[config.mk]
export PLATFORM = sky130hd
export DESIGN_NAME = mc_sequencer
export DESIGN_NICKNAME = d
export VERILOG_FILES = /design/src/rtl/mc_seq_pkg.sv /design/src/rtl/mc_ret_stack.sv /design/src/rtl/mc_sequencer.sv
export SDC_FILE = /design/constraint.sdc
export NUM_CORES = 1
export LEC_CHECK = 0
export ABC_AREA = 1
export CAP_MARGIN = 20
export CORE_ASPECT_RATIO = 1.1
export CORE_MARGIN = 10
export CORE_UTILIZATION = 46
export DETAILED_ROUTE_END_ITERATION = 6
export GPL_TIMING_DRIVEN = 0
export PLACE_DENSITY = 0.71
export SLEW_MARGIN = 20
export SYNTH_ARGS = -nofsm -noshare
export SYNTH_HDL_FRONTEND = slang
export SYNTH_HIERARCHICAL = 1
export SYNTH_SLANG_ARGS = --single-unit
[constraint.sdc]
create_clock -name clk -period 2.7 [get_ports clk]
set_input_delay 0.81 -clock clk [delete_from_list [all_inputs] [get_ports clk]]
set_output_delay 0.81 -clock clk [all_outputs]
set_load 0.01 [all_outputs]
[src/rtl/mc_seq_pkg.sv]
// Shared types for the 1-bit ICU program sequencer.
//   seq_state_t   : sequencer control state
//   fault_t       : latched fault cause reported on fault_code
//   instruction_t : 4-bit ICU opcode driven on the instruction bus
package mc_seq_pkg;

    localparam int unsigned OPC_W = 4;

    typedef enum logic [1:0] {
        IDLE  = 2'd0,
        RUN   = 2'd1,
        HALT  = 2'd2,
        FAULT = 2'd3
    } seq_state_t;

    typedef enum logic [1:0] {
        FLT_NONE = 2'd0,
        FLT_OVF  = 2'd1,
        FLT_UNF  = 2'd2,
        FLT_WDOG = 2'd3
    } fault_t;

    typedef enum logic [OPC_W-1:0] {
        OP_NOPO = 4'h0,
        OP_LD   = 4'h1,
        OP_LDC  = 4'h2,
        OP_AND  = 4'h3,
        OP_ANDC = 4'h4,
        OP_OR   = 4'h5,
        OP_ORC  = 4'h6,
        OP_XNOR = 4'h7,
        OP_STO  = 4'h8,
        OP_STOC = 4'h9,
        OP_IEN  = 4'hA,
        OP_OEN  = 4'hB,
        OP_JMP  = 4'hC,
        OP_RTN  = 4'hD,
        OP_SKZ  = 4'hE,
        OP_NOPF = 4'hF
    } instruction_t;

endpackage

[src/rtl/mc_ret_stack.sv]
// Hardware return-address LIFO for subroutine calls.
// Ports:
//   clk, rst_n : clock, asynchronous active-low reset (clears sp only)
//   push, pop  : one operation per cycle; caller guarantees !full / !empty
//   din        : address pushed
//   dout       : current top of stack (valid when !empty)
//   sp         : occupancy 0..DEPTH
//   full/empty : occupancy flags
module mc_ret_stack #(
    parameter  int unsigned DEPTH  = 4,
    parameter  int unsigned DATA_W = 8,
    localparam int unsigned SP_W   = $clog2(DEPTH + 1)
) (
    input  logic              clk,
    input  logic              rst_n,
    input  logic              push,
    input  logic              pop,
    input  logic [DATA_W-1:0] din,
    output logic [DATA_W-1:0] dout,
    output logic [SP_W-1:0]   sp,
    output logic              full,
    output logic              empty
);

    localparam int unsigned IDX_W = (DEPTH > 1) ? $clog2(DEPTH) : 1;

    logic [DATA_W-1:0] r_mem [DEPTH];
    logic [SP_W-1:0]   r_sp;
    logic [IDX_W-1:0]  w_wr_idx;
    logic [IDX_W-1:0]  w_top_idx;

    assign w_wr_idx  = IDX_W'(r_sp);
    assign w_top_idx = IDX_W'(r_sp - SP_W'(1));

    // Entries are deliberately not reset; only the pointer is.
    always_ff @(posedge clk) begin
        if (push && !full) begin
            r_mem[w_wr_idx] <= din;
        end
    end

    always_ff @(posedge clk or negedge rst_n) begin
        if (!rst_n) begin
            r_sp <= '0;
        end else if (push && !full) begin
            r_sp <= r_sp + SP_W'(1);
        end else if (pop && !empty) begin
            r_sp <= r_sp - SP_W'(1);
        end
    end

    assign dout  = r_mem[w_top_idx];
    assign sp    = r_sp;
    assign full  = (r_sp == SP_W'(DEPTH));
    assign empty = (r_sp == '0);

endmodule

[src/rtl/mc_sequencer.sv]
// Program sequencer for the 1-bit ICU: owns the PC, fetches {opcode, operand}
// words from a combinational ROM, and handles JMP, call/return via a hardware
// return stack, and halt/resume.
// Optional feature: define MC_SEQ_WDOG_EN to add a watchdog that faults after
// WDOG_CYCLES RUN cycles without a NOPO.
// Ports:
//   clk, rst_n          : clock, asynchronous active-low reset
//   start, resume       : leave IDLE (PC=0) / leave HALT (PC+1)
//   prog_addr/prog_data : ROM address (=PC) and returned word
//   instruction,io_addr : opcode and operand to the ICU (NOPO/0 when not running)
//   icu_rst             : ICU reset, high in IDLE and FAULT
//   jmp,rtn,flag_o,flag_f : ICU outputs, sampled on posedge while running
//   halted, fault       : state decodes
//   fault_code          : 0 none, 1 overflow, 2 underflow, 3 watchdog
//   sp                  : return-stack occupancy
module mc_sequencer
    import mc_seq_pkg::*;
#(
    parameter int unsigned ADDR_W      = 8,
    parameter int unsigned STACK_DEPTH = 4,
    parameter int unsigned WDOG_CYCLES = 1024
) (
    input  logic                               clk,
    input  logic                               rst_n,
    input  logic                               start,
    input  logic                               resume,
    output logic [ADDR_W-1:0]                  prog_addr,
    input  logic [OPC_W+ADDR_W-1:0]            prog_data,
    output instruction_t                       instruction,
    output logic [ADDR_W-1:0]                  io_addr,
    output logic                               icu_rst,
    input  logic                               jmp,
    input  logic                               rtn,
    input  logic                               flag_o,
    input  logic                               flag_f,
    output logic                               halted,
    output logic                               fault,
    output logic [1:0]                         fault_code,
    output logic [$clog2(STACK_DEPTH+1)-1:0]   sp
);

    if ((STACK_DEPTH == 0) || (WDOG_CYCLES == 0)) begin : g_param_chk
        $error("mc_sequencer: STACK_DEPTH and WDOG_CYCLES must be at least 1");
    end

    seq_state_t        r_state;
    seq_state_t        w_state_nxt;
    logic [ADDR_W-1:0] r_pc;
    logic [ADDR_W-1:0] w_pc_nxt;
    logic [ADDR_W-1:0] w_pc_inc;
    logic [ADDR_W-1:0] w_operand;
    fault_t            r_fault_code;
    fault_t            w_fault_nxt;
    logic              r_call_pend;
    logic              w_push;
    logic              w_pop;
    logic [ADDR_W-1:0] w_top;
    logic              w_full;
    logic              w_empty;
    logic              w_wdog_expire;

    assign w_operand = prog_data[ADDR_W-1:0];
    assign w_pc_inc  = r_pc + ADDR_W'(1);

    mc_ret_stack #(
        .DEPTH  (STACK_DEPTH),
        .DATA_W (ADDR_W)
    ) u_ret_stack (
        .clk   (clk),
        .rst_n (rst_n),
        .push  (w_push),
        .pop   (w_pop),
        .din   (w_pc_inc),
        .dout  (w_top),
        .sp    (sp),
        .full  (w_full),
        .empty (w_empty)
    );

    // State register
    always_ff @(posedge clk or negedge rst_n) begin
        if (!rst_n) begin
            r_state <= IDLE;
        end else begin
            r_state <= w_state_nxt;
        end
    end

    // Next state, next PC and stack control; flags refer to the word at r_pc
    always_comb begin
        w_state_nxt = r_state;
        w_pc_nxt    = r_pc;
        w_fault_nxt = r_fault_code;
        w_push      = 1'b0;
        w_pop       = 1'b0;
        case (r_state)
            IDLE: begin
                if (start) begin
                    w_state_nxt = RUN;
                    w_pc_nxt    = '0;
                end
            end
            RUN: begin
                if (w_wdog_expire) begin
                    w_state_nxt = FAULT;
                    w_fault_nxt = FLT_WDOG;
                end else if (flag_f) begin
                    w_state_nxt = HALT;
                end else if (jmp && r_call_pend) begin
                    if (w_full) begin
                        w_state_nxt = FAULT;
                        w_fault_nxt = FLT_OVF;
                    end else begin
                        w_push   = 1'b1;
                        w_pc_nxt = w_operand;
                    end
                end else if (jmp) begin
                    w_pc_nxt = w_operand;
                end else if (rtn) begin
                    if (w_empty) begin
                        w_state_nxt = FAULT;
                        w_fault_nxt = FLT_UNF;
                    end else begin
                        w_pop    = 1'b1;
                        w_pc_nxt = w_top;
                    end
                end else begin
                    w_pc_nxt = w_pc_inc;
                end
            end
            HALT: begin
                // The halting NOPF is not re-fetched.
                if (resume) begin
                    w_state_nxt = RUN;
                    w_pc_nxt    = w_pc_inc;
                end
            end
            FAULT: begin
            end
            default: begin
                w_state_nxt = IDLE;
            end
        endcase
    end

    // Output decode
    always_comb begin
        icu_rst     = 1'b1;
        instruction = OP_NOPO;
        io_addr     = '0;
        halted      = 1'b0;
        fault       = 1'b0;
        case (r_state)
            RUN: begin
                icu_rst     = 1'b0;
                instruction = instruction_t'(prog_data[ADDR_W +: OPC_W]);
                io_addr     = w_operand;
            end
            HALT: begin
                icu_rst = 1'b0;
                halted  = 1'b1;
            end
            FAULT: begin
                fault = 1'b1;
            end
            default: begin
            end
        endcase
    end

    // PC, fault cause and call-pending flag (a NOPO directly before JMP marks a call)
    always_ff @(posedge clk or negedge rst_n) begin
        if (!rst_n) begin
            r_pc         <= '0;
            r_fault_code <= FLT_NONE;
            r_call_pend  <= 1'b0;
        end else begin
            r_pc         <= w_pc_nxt;
            r_fault_code <= w_fault_nxt;
            r_call_pend  <= (r_state == RUN) ? flag_o : 1'b0;
        end
    end

`ifdef MC_SEQ_WDOG_EN
    localparam int unsigned WD_W = $clog2(WDOG_CYCLES + 1);

    logic [WD_W-1:0] r_wdog;

    // Reload on RUN entry and on every NOPO; count down otherwise while running
    always_ff @(posedge clk or negedge rst_n) begin
        if (!rst_n) begin
            r_wdog <= WD_W'(WDOG_CYCLES);
        end else if ((r_state != RUN) && (w_state_nxt == RUN)) begin
            r_wdog <= WD_W'(WDOG_CYCLES);
        end else if (r_state == RUN) begin
            if (flag_o) begin
                r_wdog <= WD_W'(WDOG_CYCLES);
            end else if (r_wdog != '0) begin
                r_wdog <= r_wdog - WD_W'(1);
            end
        end
    end

    assign w_wdog_expire = (r_state == RUN) && !flag_o && (r_wdog == WD_W'(1));
`else
    assign w_wdog_expire = 1'b0;
`endif

    assign prog_addr  = r_pc;
    assign fault_code = r_fault_code;

endmodule

[After elaboration in Yosys (flattened, before gate mapping)]
Memories as Yosys holds them, arrays and structs flattened.
Index checks and enable logic that the tools add are counted.
Storage, ports and cells
  register bits after elaboration: 16
  memory bits (writable): 32
  input bits: 20
  output and inout port bits: 28
  word-level logic and storage cells: 83
  memories: 1
Memory list
  u_ret_stack.r_mem: words 4, width 8, read ports 1, clocked after Yosys merged registers in 0, write ports 1, RTL line mc_ret_stack.sv:27  | logic [DATA_W-1:0] r_mem [DEPTH];
Operators by class
  $add $sub $neg: 3
  equality and inequality tests: 15
  mux-type cells: 43
  bitwise operators: 1
  reduce and logical (&&, ||, !) cells: 15
Operators by type and width (number)
  $mux 8: 9
  $mux 2: 13
  $pmux 8 s3: 1
  $mux 1: 16
  $reduce_and 6->1: 2
  $add 8x1->8 const B: 1
  $ne 4x3->1 const B: 2
  $ne 4x4->1 const B: 2
  $reduce_and 7->1: 1
  $mux 3: 2
  $ne 2x2->1 const B: 3
  $pmux 2 s3: 1
  $reduce_bool 2->1: 3
  $ne 5x5->1 const B: 1
  $eq 2x2->1 const B: 2
  $mux 4: 1
  $ne 2x1->1 const B: 2
  $add 3x1->3 const B: 1
  $eq 3x3->1 const B: 1
  $logic_and 1x1->1: 3
  $logic_not 3->1: 1
  $ne 3x3->1 const B: 1
  $reduce_bool 3->1: 1
  $sub 3x1->3 const B: 1
  5 further kinds: 6

[Depth between registers and ports, before layout]
  depth after elaboration: 10
  mapped depth: 16

[Hierarchy]
The synthesis kept the hierarchy.
By module, submodules not included
  mc_ret_stack: times used 1, cells an instance 140, area each 1580.3 um^2, sequential area each 1036.0 um^2
  mc_sequencer: times used 1, cells an instance 201, area each 1226.2 um^2, sequential area each 325.3 um^2

[Worst setup path before layout]
No wires, ideal clock.
  kind: reg2reg
  start point: register u_ret_stack.r_sp[0], in the netlist u_ret_stack/sp[0]
  end point: memory u_ret_stack.r_mem[1][0], enable pin
  arrival time: 1.835 ns
  data required time: 2.329 ns
  setup slack: 0.494 ns
  stages on the path, launching flop included: 12
  buffers on the path: 2
  clock period less this slack: 2.206 ns
  cell sequence: dfrtp_1 buf_6 inv_6 buf_6 ha_1 nand2_1 inv_1 inv_1 nand3_1 inv_1 nand2_2 nor2_1
Between the ends
  cells in the longest elaborated chain, start to end: 8
  elaborated cells between the ends (all ways): 9
  classes of those cells: eq/ne (1); mux (6); reduce/logical (2)
Ends and longest elaborated chain
  from (decl): RTL line mc_ret_stack.sv:28  | logic [SP_W-1:0] r_sp;
  from (signal assigned): RTL line mc_ret_stack.sv:46  | r_sp <= r_sp + SP_W'(1);
  from (signal assigned): RTL line mc_ret_stack.sv:48  | r_sp <= r_sp - SP_W'(1);
  $eq 3x3->1: RTL line mc_ret_stack.sv:54  | assign full = (r_sp == SP_W'(DEPTH));
  named net w_full: RTL line mc_sequencer.sv:58  | logic w_full;
  $mux 1: RTL line mc_sequencer.sv:110  | if (w_full) begin
  $mux 1: RTL line mc_sequencer.sv:109  | end else if (jmp && r_call_pend) begin
  $mux 1: RTL line mc_sequencer.sv:107  | end else if (flag_f) begin
  $mux 1: RTL line mc_sequencer.sv:96  | case (r_state)
  named net w_push: RTL line mc_sequencer.sv:55  | logic w_push;
  $logic_and 1x1->1: RTL line mc_ret_stack.sv:37  | if (push && !full) begin
  $mux 1: RTL line mc_ret_stack.sv:37
  $mux 1 (not written as such): RTL line mc_ret_stack.sv:38  | r_mem[w_wr_idx] <= din;
  to (decl): RTL line mc_ret_stack.sv:27
The timed path passes the listed nets, and every way through them passes these cells.

[Final worst setup path]
  start point: input jmp
  end point: memory u_ret_stack.r_mem[1][3], enable pin
Between the ends
  cells in the longest elaborated chain, start to end: 7
Ends and longest elaborated chain
  from (decl): RTL line mc_sequencer.sv:32  | input logic jmp,
  $logic_and 1x1->1: RTL line mc_sequencer.sv:109
  $mux 1: RTL line mc_sequencer.sv:109
  $mux 1: RTL line mc_sequencer.sv:107
  $mux 1: RTL line mc_sequencer.sv:96
  named net w_push: RTL line mc_sequencer.sv:55
  $logic_and 1x1->1: RTL line mc_ret_stack.sv:37
  $mux 1: RTL line mc_ret_stack.sv:37
  $mux 1 (not written as such): RTL line mc_ret_stack.sv:38
The timed path passes the listed nets, and every way through them passes these cells.

==> summary by stage <==
Outcome
The run finished with clean final reports.

STA
The achievable clock frequency is 373 MHz. The slew at the pin closest to its max-slew limit is 787 ps. The shortest clock period the worst path allows after layout is 2680 ps. Setup violations remaining at the end of the flow were counted as 0. For the final database, setup skew stands at 4.28 ps.

The worst slew slack as a fraction of its limit is 0.473. Of the available clock period, the critical path in the final layout requires 0.993. The number of max-slew violations in the final report is 0.

The count of endpoints failing hold in the final timing report came to 0. Setup repair after global routing could not meet its margin everywhere.

Floorplan
The number of placement rows is 29. The initial utilization of the core area, before any placement, comes to 0.480. The die is 102 microns tall. The number of I/O pins is 48. The floorplan step set the die width to 94.5 microns. The region available for standard cell placement spans 5840 sq um. The area enclosed by the die boundary is 9630 sq um.

Final layout
In the final design database the tool counted 428 nets. At the end of the flow the core is filled with cells to 0.605. The area added between synthesis and finish is 25.9%.

The finished layout cell area is 3530 sq um. The layout cell share with drive strength beyond 1 is 0.103. The repair_antennas step left the layout with diodes totalling 0.

Hold path
The worst hold path belongs to the class flop to flop.

Logic synthesis
sky130_fd_sc_hd__edfxtp_1 takes more of the synthesized area than any other cell. The leading cell type by number of instances after synthesis is sky130_fd_sc_hd__nand2_1. Counting instances in the post-synthesis netlist gives the leading cell types as 112 x sky130_fd_sc_hd__nand2_1, 56 x sky130_fd_sc_hd__inv_1, 32 x sky130_fd_sc_hd__edfxtp_1, 27 x sky130_fd_sc_hd__nor2_1, 18 x sky130_fd_sc_hd__nand3_1. The cell area that synthesis handed to floorplanning was 2810 sq um. The total number of yosys warnings is 6. The cell count after synthesis is 341. By area the synthesized netlist is led by sky130_fd_sc_hd__edfxtp_1 34%, sky130_fd_sc_hd__nand2_1 15%, sky130_fd_sc_hd__dfrtp_1 14%.

The share of synthesized area in the top cell type comes to 0.342. After synthesis, the netlist uses 31 different library cells. The share of the Yosys chip area taken by registers is 0.485. The number of nets in the synthesized netlist is 372. The number of enable-type register cells in the synthesized netlist is 32. Synthesis inferred 48 register bits. The synthesized area per cell is 8.23 sq um. The share of flip-flops with an asynchronous set or reset after synthesis is 0.333. The main flop type after synthesis is sky130_fd_sc_hd__edfxtp_1.

Critical path
At the worst endpoint, the required time is 2640 ps. The start-to-end type of the worst setup path is input pin to flop. Along the worst path, the maximum fanout reaches 10.

STA classifies the critical path startpoint as an input pin. The worst setup path is captured at a flop. The arrival time of the worst setup path is 2620 ps.

Routing
The detailed router's first-iteration violation count is 126. Once detail routing completed, the nets flagged for antenna violations numbered 0. In the final routed layout, each cell accounts on average for 14.4 microns. The number of DRC violations after detailed routing is 0. The vias after detailed routing is 2364. The iteration count of the initial detailed-routing pass is 5. Summed over all layers, the routed wires come to 6830 microns.

In the routed layout, each cell is associated on average with a via count of 4.98.

Placed design
The total of buffers placed on input and output ports is 47. The standard cell area after detailed placement is 3370 sq um. Routability-driven placement finished with a final weighted congestion of 0.879. Summed over all nets, the half-perimeter wirelength after detailed placement is 5070 microns.

Power
Dividing total power by cell area gives a power density of 1010 nW/um^2. The maximum VDD drop is 0.000583 V. The static power due to leakage is 0.00173 uW.

Clocking
Clock tree synthesis found a total of 48 sinks. The clock reaches the later pin of the worst-skew pair after 300 ps. Clock-pin slew was measured on the worst setup and hold paths at 90 ps. Buffers inserted to repair hold after CTS numbered 0. The cell sitting at the root of the clock tree is a sky130_fd_sc_hd__clkbuf_8. The H-tree depth is 2. In this run the deepest clock path goes through 2 buffers. TritonCTS built the clock tree.

The number of CTS-inserted buffers is 5.

Global routing
The via count of the first global-routing pass came to 2374. The total overflow reported by the global router is 0. The number of antenna violations at the first check in global routing came to 0. The global-route wire length before repair is 11200 microns. In the global route stage, overall resource usage came out at 0.146. The largest net degree at the start of global routing is 17.

Flow run
The total of max-cap violations is 0.
[layer usage]
| layer | vias to the layer above | wire (microns) | track usage |
|---|---|---|---|
| met5 | - | 0 | 0 |
| met1 | 1079 | 2920 | 0.172 |
| met2 | 84 | 3320 | 0.248 |
| met4 | 0 | 134 | 0.0541 |
| met3 | 12 | 450 | 0.0403 |
| li1 | 1189 | - | - |
[sequential cells by signal, indices dropped and copies added (netlist names)]
signal and count:
r_state 2, u_ret_stack/r_mem 32, prog_addr 8, r_call_pend 1, fault_code 2, u_ret_stack/sp 3
[cells in the final DEF (no fill, tap or decap), types with 10 or more instances in the layout]
cell type	count
sky130_fd_sc_hd__nand2_1	112
sky130_fd_sc_hd__inv_1	55
sky130_fd_sc_hd__clkdlybuf4s50_1	35
sky130_fd_sc_hd__edfxtp_1	32
sky130_fd_sc_hd__nor2_1	25
sky130_fd_sc_hd__nand3_1	18
sky130_fd_sc_hd__dfrtp_1	16
sky130_fd_sc_hd__o21ai_0	14
sky130_fd_sc_hd__dlygate4sd2_1	12
sky130_fd_sc_hd__o211ai_1	10
sky130_fd_sc_hd__ha_1	10
[repair_timing]
action | in CTS | in global routing
resized for setup | 16 | 2
hold endpoints to repair | 0 | 0
setup endpoints to repair | 12 | 33
buffers inserted | 1 | 1
[metrics by stage]
stage / hold WS [ps] / power (uW) / setup WS [ps] / cells / TNS (ps)
final: 511 / 3560 / 19.7 / 475 / 0
after detailed placement: 492 / 2930 / -317 / 465 / -9720
after floorplan: 501 / 2240 / 494 / 341 / 0
after CTS: 515 / 3570 / 4.75 / 474 / 0
after global placement: 493 / 2900 / -280 / 465 / -8980
after global routing: 555 / 3830 / -112 / 475 / -1690
[area by class of cell]
cell class / count / area [sq um]
fillers: 497 / 2310
flip-flops and latches: 48 / 1360
multi-input cells: 226 / 1160
repair buffers: 49 / 470
inverters: 60 / 230
well taps: 77 / 96.3
plain buffers: 7 / 80.1
clock buffers: 5 / 68.8
clock inverters: 3 / 68.8
[path summary, 6_finish.rpt]
check / start / end / slack, ps / cells after the start
setup / recovery: jmp / u_ret_stack/r_mem[1][3]$_DFFE_PP_ / 20 / 7
hold / removal: fault_code[0]$_DFFE_PN0P_ / fault_code[0]$_DFFE_PN0P_ / 510 / 2
setup reg to reg: u_ret_stack/sp[0]$_DFFE_PN0P_ / u_ret_stack/r_mem[1][3]$_DFFE_PP_ / 90 / 11
hold reg to reg: fault_code[0]$_DFFE_PN0P_ / fault_code[0]$_DFFE_PN0P_ / 510 / 2
max in group asynchronous: rst_n / prog_addr[6]$_DFFE_PN0P_ / 1270 / 1
min in group asynchronous: rst_n / r_state[0]$_DFFE_PN0P_ / 960 / 1
[worst max-delay path, stage by stage]
cell and delay (ps):
sky130_fd_sc_hd__clkdlybuf4s50_1 590, sky130_fd_sc_hd__nand2_2 130, sky130_fd_sc_hd__inv_2 80, sky130_fd_sc_hd__nand3_1 110, sky130_fd_sc_hd__inv_1 100, sky130_fd_sc_hd__nand2_2 150, sky130_fd_sc_hd__nor2_1 640
[cell families (layout without fill, tap and decap cells)]
group,Yosys count,count (layout),synth area share
xor+xnor,2,2,0.00624
buf+inv,67,124,0.109
compound gates,34,34,0.0718
simple gates,179,179,0.279
fa+ha+maj,11,11,0.0490
flops,48,48,0.485
[report_power, final]
part	internal, uW	leakage, uW	total [uW]	switching, uW
logic	782	0.00116	1910	1130
clock network	373	0.0000687	627	254
registers	919	0.000495	1020	97.2
total	2070	0.00173	3560	1480
No activity file was read; power rests on OpenSTA's default activity.
